**src/rtl/bf_io_pkg.sv**
```systemverilog
`default_nettype none
// ============================================================================
// Module      : bf_io_pkg
// Description : Shared definitions for the bf_io_responder block.
//               - DIRECTION_READ / DIRECTION_WRITE encodings of io_dir
//               - state encoding of the CPU-side handshake FSM
// Revision    : 1.0 - initial release
// ============================================================================
package bf_io_pkg;

  // io_dir encodings
  localparam logic DIRECTION_READ  = 1'b0;
  localparam logic DIRECTION_WRITE = 1'b1;

  // CPU handshake FSM states
  typedef enum logic [1:0] {
    ST_IDLE  = 2'd0,   // waiting for io_req
    ST_SERVE = 2'd1,   // request latched, waiting for FIFO space/data
    ST_ACK   = 2'd2    // io_ack high, waiting for io_req to drop
  } bf_io_state_e;

endpackage : bf_io_pkg
`default_nettype wire

```
**src/rtl/bf_byte_fifo.sv**
```systemverilog
`default_nettype none
// ============================================================================
// Module      : bf_byte_fifo
// Description : Synchronous byte FIFO, DEPTH entries (power of two, >= 2).
//               Push to a full FIFO is rejected even if a pop happens in the
//               same cycle; pop of an empty FIFO is ignored. A simultaneous
//               accepted push and pop leaves the level unchanged.
// Ports       : clk, rst_n      - clock, synchronous active-low reset
//               push, push_data - write request and byte
//               pop             - read request (head advances)
//               full, empty     - occupancy flags
//               level           - occupancy 0..DEPTH
//               head            - byte at the read pointer
// Revision    : 1.0 - initial release
// ============================================================================
module bf_byte_fifo #(
  parameter int DEPTH = 16,
  parameter int LVL_W = $clog2(DEPTH) + 1
) (
  input  logic             clk,
  input  logic             rst_n,
  input  logic             push,
  input  logic [7:0]       push_data,
  input  logic             pop,
  output logic             full,
  output logic             empty,
  output logic [LVL_W-1:0] level,
  output logic [7:0]       head
);

  localparam int               PTR_W      = $clog2(DEPTH);
  localparam logic [LVL_W-1:0] c_full_lvl = LVL_W'(DEPTH);

  logic [7:0]       r_mem [DEPTH];
  logic [PTR_W-1:0] r_wr_ptr;
  logic [PTR_W-1:0] r_rd_ptr;
  logic [LVL_W-1:0] r_level;
  logic             w_push_ok;
  logic             w_pop_ok;

  // Acceptance is judged on the occupancy before this edge, so a full FIFO
  // never takes a push even when it is also being popped.
  assign full      = (r_level == c_full_lvl);
  assign empty     = (r_level == '0);
  assign w_push_ok = push && !full;
  assign w_pop_ok  = pop && !empty;
  assign level     = r_level;
  assign head      = r_mem[r_rd_ptr];

  // Pointers are PTR_W bits wide, so the increment wraps modulo DEPTH.
  always_ff @(posedge clk) begin
    if (!rst_n) begin
      r_wr_ptr <= '0;
      r_rd_ptr <= '0;
      r_level  <= '0;
    end else begin
      if (w_push_ok) r_wr_ptr <= r_wr_ptr + PTR_W'(1);
      if (w_pop_ok)  r_rd_ptr <= r_rd_ptr + PTR_W'(1);
      case ({w_push_ok, w_pop_ok})
        2'b10:   r_level <= r_level + LVL_W'(1);
        2'b01:   r_level <= r_level - LVL_W'(1);
        default: r_level <= r_level;
      endcase
    end
  end

  // Storage carries no reset; only the pointers define what is valid.
  always_ff @(posedge clk) begin
    if (rst_n && w_push_ok) r_mem[r_wr_ptr] <= push_data;
  end

endmodule : bf_byte_fifo
`default_nettype wire

```
**src/rtl/bf_io_responder.sv**
```systemverilog
`default_nettype none
// ============================================================================
// Module      : bf_io_responder
// Description : CPU I/O responder. A four-phase io_req/io_ack handshake
//               either pushes one byte into the TX FIFO (write) or pops one
//               byte from the RX FIFO (read). The FIFOs are drained/filled by
//               valid/ready byte streams.
// Ports       : clk, rst_n                  - clock, sync active-low reset
//               io_req, io_dir, io_wdata    - CPU request side
//               io_ack, io_rdata            - CPU response side
//               tx_valid/tx_ready/tx_data   - outbound byte stream
//               rx_valid/rx_ready/rx_data   - inbound byte stream
//               tx_level, rx_level          - FIFO occupancies
//               rx_eof                      - input exhausted (BF_IO_EOF_EN)
// Options     : BF_IO_EOF_EN - adds rx_eof; a read of an empty RX FIFO with
//               rx_eof=1 completes with io_rdata=8'h00 instead of stalling.
// Revision    : 1.0 - initial release
// ============================================================================
module bf_io_responder
  import bf_io_pkg::*;
#(
  parameter int FIFO_DEPTH = 16,
  parameter int LVL_W      = $clog2(FIFO_DEPTH) + 1
) (
  input  logic             clk,
  input  logic             rst_n,
  input  logic             io_req,
  input  logic             io_dir,
  input  logic [7:0]       io_wdata,
  output logic             io_ack,
  output logic [7:0]       io_rdata,
  output logic             tx_valid,
  input  logic             tx_ready,
  output logic [7:0]       tx_data,
  input  logic             rx_valid,
  output logic             rx_ready,
  input  logic [7:0]       rx_data,
  output logic [LVL_W-1:0] tx_level,
  output logic [LVL_W-1:0] rx_level
`ifdef BF_IO_EOF_EN
  ,
  input  logic             rx_eof
`endif
);

  bf_io_state_e r_state;
  bf_io_state_e w_next_state;

  logic       r_dir;
  logic [7:0] r_wdata;
  logic       r_ack;
  logic [7:0] r_rdata;

  logic       w_tx_full;
  logic       w_tx_empty;
  logic [7:0] w_tx_head;
  logic       w_rx_full;
  logic       w_rx_empty;
  logic [7:0] w_rx_head;

  logic       w_tx_push;
  logic       w_rx_pop;
  logic       w_serve_done;
  logic       w_eof_read;
  logic       w_eof;

`ifdef BF_IO_EOF_EN
  assign w_eof = rx_eof;
`else
  assign w_eof = 1'b0;
`endif

  // --------------------------------------------------------------------------
  // FSM: state register
  // --------------------------------------------------------------------------
  always_ff @(posedge clk) begin
    if (!rst_n) r_state <= ST_IDLE;
    else        r_state <= w_next_state;
  end

  // --------------------------------------------------------------------------
  // FSM: next state
  // --------------------------------------------------------------------------
  always_comb begin
    w_next_state = r_state;
    case (r_state)
      ST_IDLE:  if (io_req)       w_next_state = ST_SERVE;
      ST_SERVE: if (w_serve_done) w_next_state = ST_ACK;
      ST_ACK:   if (!io_req)      w_next_state = ST_IDLE;
      default:                    w_next_state = ST_IDLE;
    endcase
  end

  // --------------------------------------------------------------------------
  // FSM: outputs. The single FIFO operation of a transaction happens only on
  // the SERVE cycle that completes it, which guarantees one push/pop per
  // handshake no matter how long io_req is held afterwards.
  // --------------------------------------------------------------------------
  always_comb begin
    w_tx_push    = 1'b0;
    w_rx_pop     = 1'b0;
    w_serve_done = 1'b0;
    w_eof_read   = 1'b0;
    if (r_state == ST_SERVE) begin
      if (r_dir == DIRECTION_WRITE) begin
        if (!w_tx_full) begin
          w_tx_push    = 1'b1;
          w_serve_done = 1'b1;
        end
      end else if (!w_rx_empty) begin
        w_rx_pop     = 1'b1;
        w_serve_done = 1'b1;
      end else if (w_eof) begin
        w_eof_read   = 1'b1;
        w_serve_done = 1'b1;
      end
    end
  end

  // --------------------------------------------------------------------------
  // Request latch and response registers. Direction and data are captured
  // only at the IDLE sampling edge; later changes on the bus are ignored.
  // --------------------------------------------------------------------------
  always_ff @(posedge clk) begin
    if (!rst_n) begin
      r_dir   <= DIRECTION_READ;
      r_wdata <= 8'h00;
      r_ack   <= 1'b0;
      r_rdata <= 8'h00;
    end else begin
      if (r_state == ST_IDLE && io_req) begin
        r_dir   <= io_dir;
        r_wdata <= io_wdata;
      end
      if (w_serve_done)                    r_ack <= 1'b1;
      else if (r_state == ST_ACK && !io_req) r_ack <= 1'b0;
      if (w_rx_pop)        r_rdata <= w_rx_head;
      else if (w_eof_read) r_rdata <= 8'h00;
    end
  end

  assign io_ack   = r_ack;
  assign io_rdata = r_rdata;
  assign tx_valid = !w_tx_empty;
  assign tx_data  = w_tx_head;
  assign rx_ready = !w_rx_full;

  // --------------------------------------------------------------------------
  // FIFOs
  // --------------------------------------------------------------------------
  bf_byte_fifo #(
    .DEPTH (FIFO_DEPTH),
    .LVL_W (LVL_W)
  ) u_tx_fifo (
    .clk       (clk),
    .rst_n     (rst_n),
    .push      (w_tx_push),
    .push_data (r_wdata),
    .pop       (tx_ready),
    .full      (w_tx_full),
    .empty     (w_tx_empty),
    .level     (tx_level),
    .head      (w_tx_head)
  );

  bf_byte_fifo #(
    .DEPTH (FIFO_DEPTH),
    .LVL_W (LVL_W)
  ) u_rx_fifo (
    .clk       (clk),
    .rst_n     (rst_n),
    .push      (rx_valid),
    .push_data (rx_data),
    .pop       (w_rx_pop),
    .full      (w_rx_full),
    .empty     (w_rx_empty),
    .level     (rx_level),
    .head      (w_rx_head)
  );

endmodule : bf_io_responder
`default_nettype wire
```
**config.mk**
```make
export PLATFORM = sky130hd
export DESIGN_NAME = bf_io_responder
export DESIGN_NICKNAME = d
export VERILOG_FILES = /design/src/rtl/bf_io_pkg.sv /design/src/rtl/bf_byte_fifo.sv /design/src/rtl/bf_io_responder.sv
export SDC_FILE = /design/constraint.sdc
export NUM_CORES = 1
export LEC_CHECK = 0
export CORE_UTILIZATION = 64
export CTS_CLUSTER_DIAMETER = 200
export DETAILED_ROUTE_END_ITERATION = 12
export PLACE_DENSITY = 0.87
export RECOVER_POWER = 25
export SYNTH_ARGS = -nofsm -noshare
export SYNTH_HDL_FRONTEND = slang
export SYNTH_HIERARCHICAL = 1
export SYNTH_SLANG_ARGS = --single-unit
```
**constraint.sdc**
```tcl
create_clock -name clk -period 4.8 [get_ports clk]
set_input_delay 0.48 -clock clk [delete_from_list [all_inputs] [get_ports clk]]
set_output_delay 0.48 -clock clk [all_outputs]
set_load 0.01 [all_outputs]
```
# Word-level counts from Yosys, hierarchy flattened
# Memories as Yosys holds them, arrays and structs flattened. A register that Yosys moved wholly into a read port is not among the register bits.
# Index checks and enable logic that the tools add are counted.
# classes
add_sub_neg	8
mul	0
div_mod_pow	0
n_lt_le_gt_ge	0
eq_ne	11
n_shift	0
muxes	22
n_bitwise	0
n_reduce_logical	21
# op_table
op	n
one-hot mux 5 bit (2 select lines)	2
adder 4 x 1 -> 4 bit (second input constant)	4
two-way mux 1 bit	14
adder 5 x 1 -> 5 bit (second input constant)	2
equality test 5 bit (second input constant)	2
zero test 5 bit	2
subtractor 5 x 1 -> 5 bit (second input constant)	2
logical AND 1 bit	8
two-way mux 4 bit	2
equality test 2 x 1 -> 1 bit (second input constant)	3
equality test 2 bit (second input constant)	3
zero test 1 bit	6
two-way mux 2 bit	3
inequality test 2 bit (second input constant)	3
one-hot mux 2 bit (3 select lines)	1
nonzero test 2 bit	3
AND reduction 3 bit	1
zero test 2 bit	1
# totals
register_bits	38
latchBits	0
ram_bits	256
rom_bits	0
in_bits	22
out_inout_bits	29
n_memories	2
# memory_table
memory	words	word_bits	read_ports	rd_ports_with_merged_regs	wr	line_no	source
u_rx_fifo.r_mem	16	8	1	1	1	bf_byte_fifo.sv:34	logic [7:0] r_mem [DEPTH];
u_tx_fifo.r_mem	16	8	1	1	1	bf_byte_fifo.sv:34	

# Depth between registers and ports, before layout
# depth
depth_word	8
depth_mapped	14
mapped_depth_nobuf	12

# Hierarchy
# The synthesis kept the hierarchy.
# by_module_without_submodules
module	n_inst	cells_each	area_per_inst_um2	seq_area_each_um2
bf_byte_fifo at u_rx_fifo	1	310	5786.8	4184.0
bf_byte_fifo at u_tx_fifo	1	314	5773.0	4184.0
bf_io_responder	1	93	815.8	400.4

# Worst setup path before layout
# OpenSTA, ideal clock, no wires.
# synth_path
path_type	register -> register
start	register u_tx_fifo.r_level[0], in the netlist u_tx_fifo/level[0]
end	register u_tx_fifo.r_level[4], in the netlist u_tx_fifo/level[4]
setup_time_ns	0.072
arrival_time_ns	3.052
required_time_ns	4.728
setup_slack_ns	1.676
stages_incl_launch_ff	15
path_buffers	2
period_less_slack_ns	3.124
path_cell_list	dfxtp_1 or4_1 buf_2 nor2_1 and4bb_2 o21a_1 buf_6 inv_1 ha_1 inv_1 fa_1 nand2b_1 a21oi_1 mux2i_1 mux2i_1
# synth_via
elab_chain_len	7
elab_cells_between_ends	15
classes_between	2 x add/sub; 3 x eq/ne; 4 x mux; 6 x reduce/logical
# synth_lines
item	line_no	source
start: declaration	bf_byte_fifo.sv:37	logic [LVL_W-1:0] r_level;
start signal: assignment	bf_byte_fifo.sv:60	2'b10: r_level <= r_level + LVL_W'(1);
start signal: assignment	bf_byte_fifo.sv:61	2'b01: r_level <= r_level - LVL_W'(1);
start signal: assignment	bf_byte_fifo.sv:62	default: r_level <= r_level;
equality test 5 bit (*)	bf_byte_fifo.sv:43	assign full = (r_level == c_full_lvl);
net w_tx_full	bf_io_responder.sv:54	logic w_tx_full;
two-way mux 1 bit (*)	bf_io_responder.sv:106	if (!w_tx_full) begin
two-way mux 1 bit (*)	bf_io_responder.sv:105	if (r_dir == DIRECTION_WRITE) begin
two-way mux 1 bit (*)	bf_io_responder.sv:104	if (r_state == ST_SERVE) begin
net w_tx_push	bf_io_responder.sv:61	logic w_tx_push;
logical AND 1 bit (*)	bf_byte_fifo.sv:45	assign w_push_ok = push && !full;
equality test 2 x 1 -> 1 bit or equality test 2 bit (tied branches)	bf_byte_fifo.sv:59	case ({w_push_ok, w_pop_ok})
one-hot mux 5 bit (2 select lines) or nonzero test 2 bit (tied branches)	n/a	
# The timed path passes the listed nets; every way through them passes the cells marked *.
# A chain may end at the register's enable or synchronous reset.

==> results.py <==
metrics = {
    "clocking": {
        "cts_root_buffer": "clkbuf_16",
        "cts_hold_buffers": 0,
        "cts_tree": "yes",
        "htree_levels": 1,
        "post-cts-setup-buffers": 0,
        "cts_buffer_depth": 3,
        "insertion_delay_ns": 0.54,
        "clock-sinks": 310,
        "cts_resized": 0,
        "clkTransAtPathRegs_ns": 0.06,
        "cts_buffers": 30,
    },
    "place": {
        "place.port_buffers": 50,
        "placed_area_um2": 13100,
        "dp.cells": 996,
        "place_hpwl_mm": 15.7,
        "place_congestion": 0.772,
    },
    "floorplanning": {
        "fp-row-count": 50,
        "core_area_um2": 18800,
        "pin_count": 51,
        "die_area_um2": 19900,
        "die_w_um": 141,
        "start_util_pct": 65.7,
        "fp.dieH_um": 141,
    },
    "yosys": {
        "ys_types": 49,
        "synth_xor_area_share_pct": 0.849,
        "ys_async_sr_fraction_pct": 0,
        "synth-main-ff-cell": "edfxtp_1",
        "synthAdderAreaFrac_pct": 2.14,
        "syn_avg_cell_area_um2": 17.3,
        "synth_mux_area_share_pct": 12.5,
        "syn_area_um2": 12400,
        "ys_seq_elements": 310,
        "synth_compound_area_share_pct": 4.26,
        "synthSimpleGateAreaFrac_pct": 7.41,
        "postSynthCellCount": 717,
        "synth_edf_count": 256,
        "synth_top_family_by_area": "multiplexers",
        "synth_nets": 759,
        "seq_area_frac_synth_pct": 70.9,
        "synth_warnings": 6,
    },
    "timing": {
        "timing.hold.ws_ns": 0.311,
        "fin_skew_ns": 0.0172,
        "rsz0062_at_grt": "false",
        "period_share_pct": 77.8,
        "tightest_slew_ns": 1.15,
        "relSlewSlack_pct": 23.6,
        "final_max_slew_viol_count": 0,
        "setup_violations": 0,
        "clock.fmax_mhz": 268,
        "setup_tns_ns": 0,
        "hold_viol": 0,
        "post-route-min-period_ns": 3.73,
    },
    "global_route": {
        "grt.total_usage_pct": 27.8,
        "grt_antenna_before_repair": 1,
        "grt_start_max_net_pins": 77,
        "grt-ovfl-total": 0,
        "grt_pass1_vias": 6973,
        "grt_pass1_wl_mm": 40.6,
    },
    "min_path": {
        "min_path_type": "in -> reg",
        "min_from": "rst_n",
    },
    "detailed_routing": {
        "drt_iter0_markers": 619,
        "viasPerCell": 6.39,
        "postRouteAntennaNets": 0,
        "dr.pass1.iters": 6,
        "wl_mm": 26.4,
        "num_vias": 6727,
        "routedWlPerCell_um": 25.0,
        "drc_errors": 0,
    },
    "layout": {
        "post_route_cells_drive_above_1_share_pct": 16.4,
        "fin_util_pct": 74.8,
        "syn_to_final_growth_pct": 13.7,
        "final_area_um2": 14100,
        "nNetsFinal": 810,
        "final_cells": 1053,
    },
    "power": {
        "seqPwrFrac_pct": 50.9,
        "powerDensity_nw_per_um2": 433,
        "comb_power_share_pct": 9.7,
        "switching_share_pct": 22.4,
        "clkPwrFrac_pct": 39.4,
        "ir_drop_uv": 321,
        "p_switching_w": 0.00136,
        "p_int_w": 0.00473,
        "leakagePower_nw": 4.66,
    },
    "setup_path": {
        "r2r-start": "u_tx_fifo/level[0]",
        "reg2reg_to": "u_tx_fifo/level[4]",
        "worst_path_largest_cell_delay_ns": 1.09,
        "ff2ff_setup_slack_ns": 1.34,
        "crit_slowest_cell": "dfxtp_2",
        "ff2ff_path_depth": 12,
        "worstPathMaxFanout": 32,
        "worstPathRequired_ns": 4.32,
        "critPathKind": "reg -> out",
        "critPathArrivalTime_ns": 3.25,
        "path_cells": "mux4_2, a22oi_1, nand2_1, clkdlybuf4s50_1",
        "path_delay_family": "flip-flops",
        "timing.critical_path.buf_inv": 1,
        "path_depth": 4,
        "critPathCaptureType": "primary output",
        "crit_end": "tx_data[7]",
        "startpoint_type": "flop",
    },
    "job": {
        "drv_cap": 0,
    },
    "run_status": {
        "status": "finished, final reports clean",
    },
}
[through the flow]
stage	setup slack, ns	total power (W)
after CTS	1.03	0.00613
final	1.07	0.00610
after floorplan	1.68	0.00353
after global routing	0.906	0.00629
after detailed placement	1.42	0.00374
after global placement	1.51	0.00371
[routing by layer]
metal / GRT usage, % / share of wire [%] / vias up
met1: 34.5 / 36 / 3428
met3: 3.67 / 6.1 / 69
li1: - / - / 2907
met5: 0 / 0 / -
met2: 50.1 / 54 / 323
met4: 10.4 / 3.2 / 0
[power by group through the flow]
stage | registers, W | clock network (W) | logic [W]
floorplan | 0.00307 | 0 | 0.000455
global placement | 0.00315 | 0 | 0.000553
detailed placement | 0.00316 | 0 | 0.000581
CTS | 0.00311 | 0.00243 | 0.000593
global route | 0.00312 | 0.00253 | 0.000639
finish | 0.00310 | 0.00240 | 0.000593
[kinds of logic (layout without fill, tap and decap cells)]
kind of cell	Yosys count	in the layout
compound gates	74	74
xor+xnor	12	12
fa+ha+maj	20	20
buf+inv	53	128
flops	310	310
mux	75	75
other cells	0	1
simple gates	173	173
[cells in the mapped netlist (all sizes together), types with 2 or more instances]
cell type / instances / area share (%)
nand4b: 2 / 0.14
dfxtp: 54 / 8.7
xor2: 3 / 0.21
or4: 2 / 0.15
o21a: 5 / 0.30
a21o: 2 / 0.14
a21oi: 6 / 0.24
clkbuf: 16 / 0.49
nand3: 24 / 1.0
mux4: 64 / 12
inv: 18 / 0.55
fa: 2 / 0.32
and3: 17 / 0.86
or2: 2 / 0.10
buf: 19 / 0.92
nor2: 30 / 0.91
mux2i: 11 / 0.89
ha: 18 / 1.8
nand2b: 5 / 0.25
nor2b: 9 / 0.45
a22oi: 32 / 1.9
or4b: 2 / 0.16
edfxtp: 256 / 62
and2: 21 / 1.1
o211ai: 3 / 0.29
o21ai: 23 / 1.1
nand2: 48 / 1.5
xnor2: 9 / 0.64
nor3: 2 / 0.081
nand4: 3 / 0.15
[area by class of cell]
class / instances / area, um^2
tap: 260 / 325
inverter: 18 / 67.6
sequential: 310 / 8770
fill: 1044 / 4750
multi-input combinational: 354 / 3370
timing repair buffer: 54 / 526
clock inverter: 11 / 170
clock buffer: 45 / 848
antenna: 1 / 2.50
[worst register-to-register path: cells and delay by family, from the launching register on]
kind | cells | cell delay (ns)
adder cells (fa/ha/maj) | 2 | 0.65
buffers and inverters | 2 | 0.20
flip-flops | 1 | 0.35
AO/OA/AOI/OAI | 2 | 0.37
AND/OR/NAND/NOR | 4 | 1.35
multiplexers | 2 | 0.46
[worst min path at each step]
| stage | to | slack (ns) | cells after the start |
|---|---|---|---|
| floorplan | u_rx_fifo/r_wr_ptr[2] | 0.46 | 2 |
| global placement | io_rdata[2] | 0.48 | 2 |
| detailed placement | io_rdata[1] | 0.48 | 2 |
| CTS | u_tx_fifo/r_wr_ptr[3] | 0.29 | 3 |
| global route | u_tx_fifo/r_wr_ptr[3] | 0.30 | 3 |
| finish | u_tx_fifo/r_wr_ptr[3] | 0.31 | 3 |
[placed cells by master, fill, tap and decap left out, drive strengths merged, types with 3 or more instances in the layout]
cell	instances
inv	20
bufinv	4
nor2b	9
o211ai	3
nand2b	5
clkinv	3
o21a	5
dfxtp	54
clkbuf	45
clkdlybuf4s50	46
dlygate4sd3	3
o21ai	23
edfxtp	256
xnor2	9
mux4	64
and2	21
nand3	24
a22oi	32
and3	17
mux2i	11
nand2	48
nand4	3
nor2	30
buf	5
ha	18
a21oi	6
xor2	3
[flip-flops by register name, indices dropped and copies added, names as in the netlist, 4 cells and up, named ones only]
signal / cells
r_wdata: 8
u_rx_fifo/r_mem: 128
u_tx_fifo/r_rd_ptr: 4
u_rx_fifo/level: 5
u_tx_fifo/r_wr_ptr: 4
u_tx_fifo/r_mem: 128
u_tx_fifo/level: 5
u_rx_fifo/r_wr_ptr: 4
u_rx_fifo/r_rd_ptr: 4
io_rdata: 8
No activity file was read; power rests on OpenSTA's default activity.
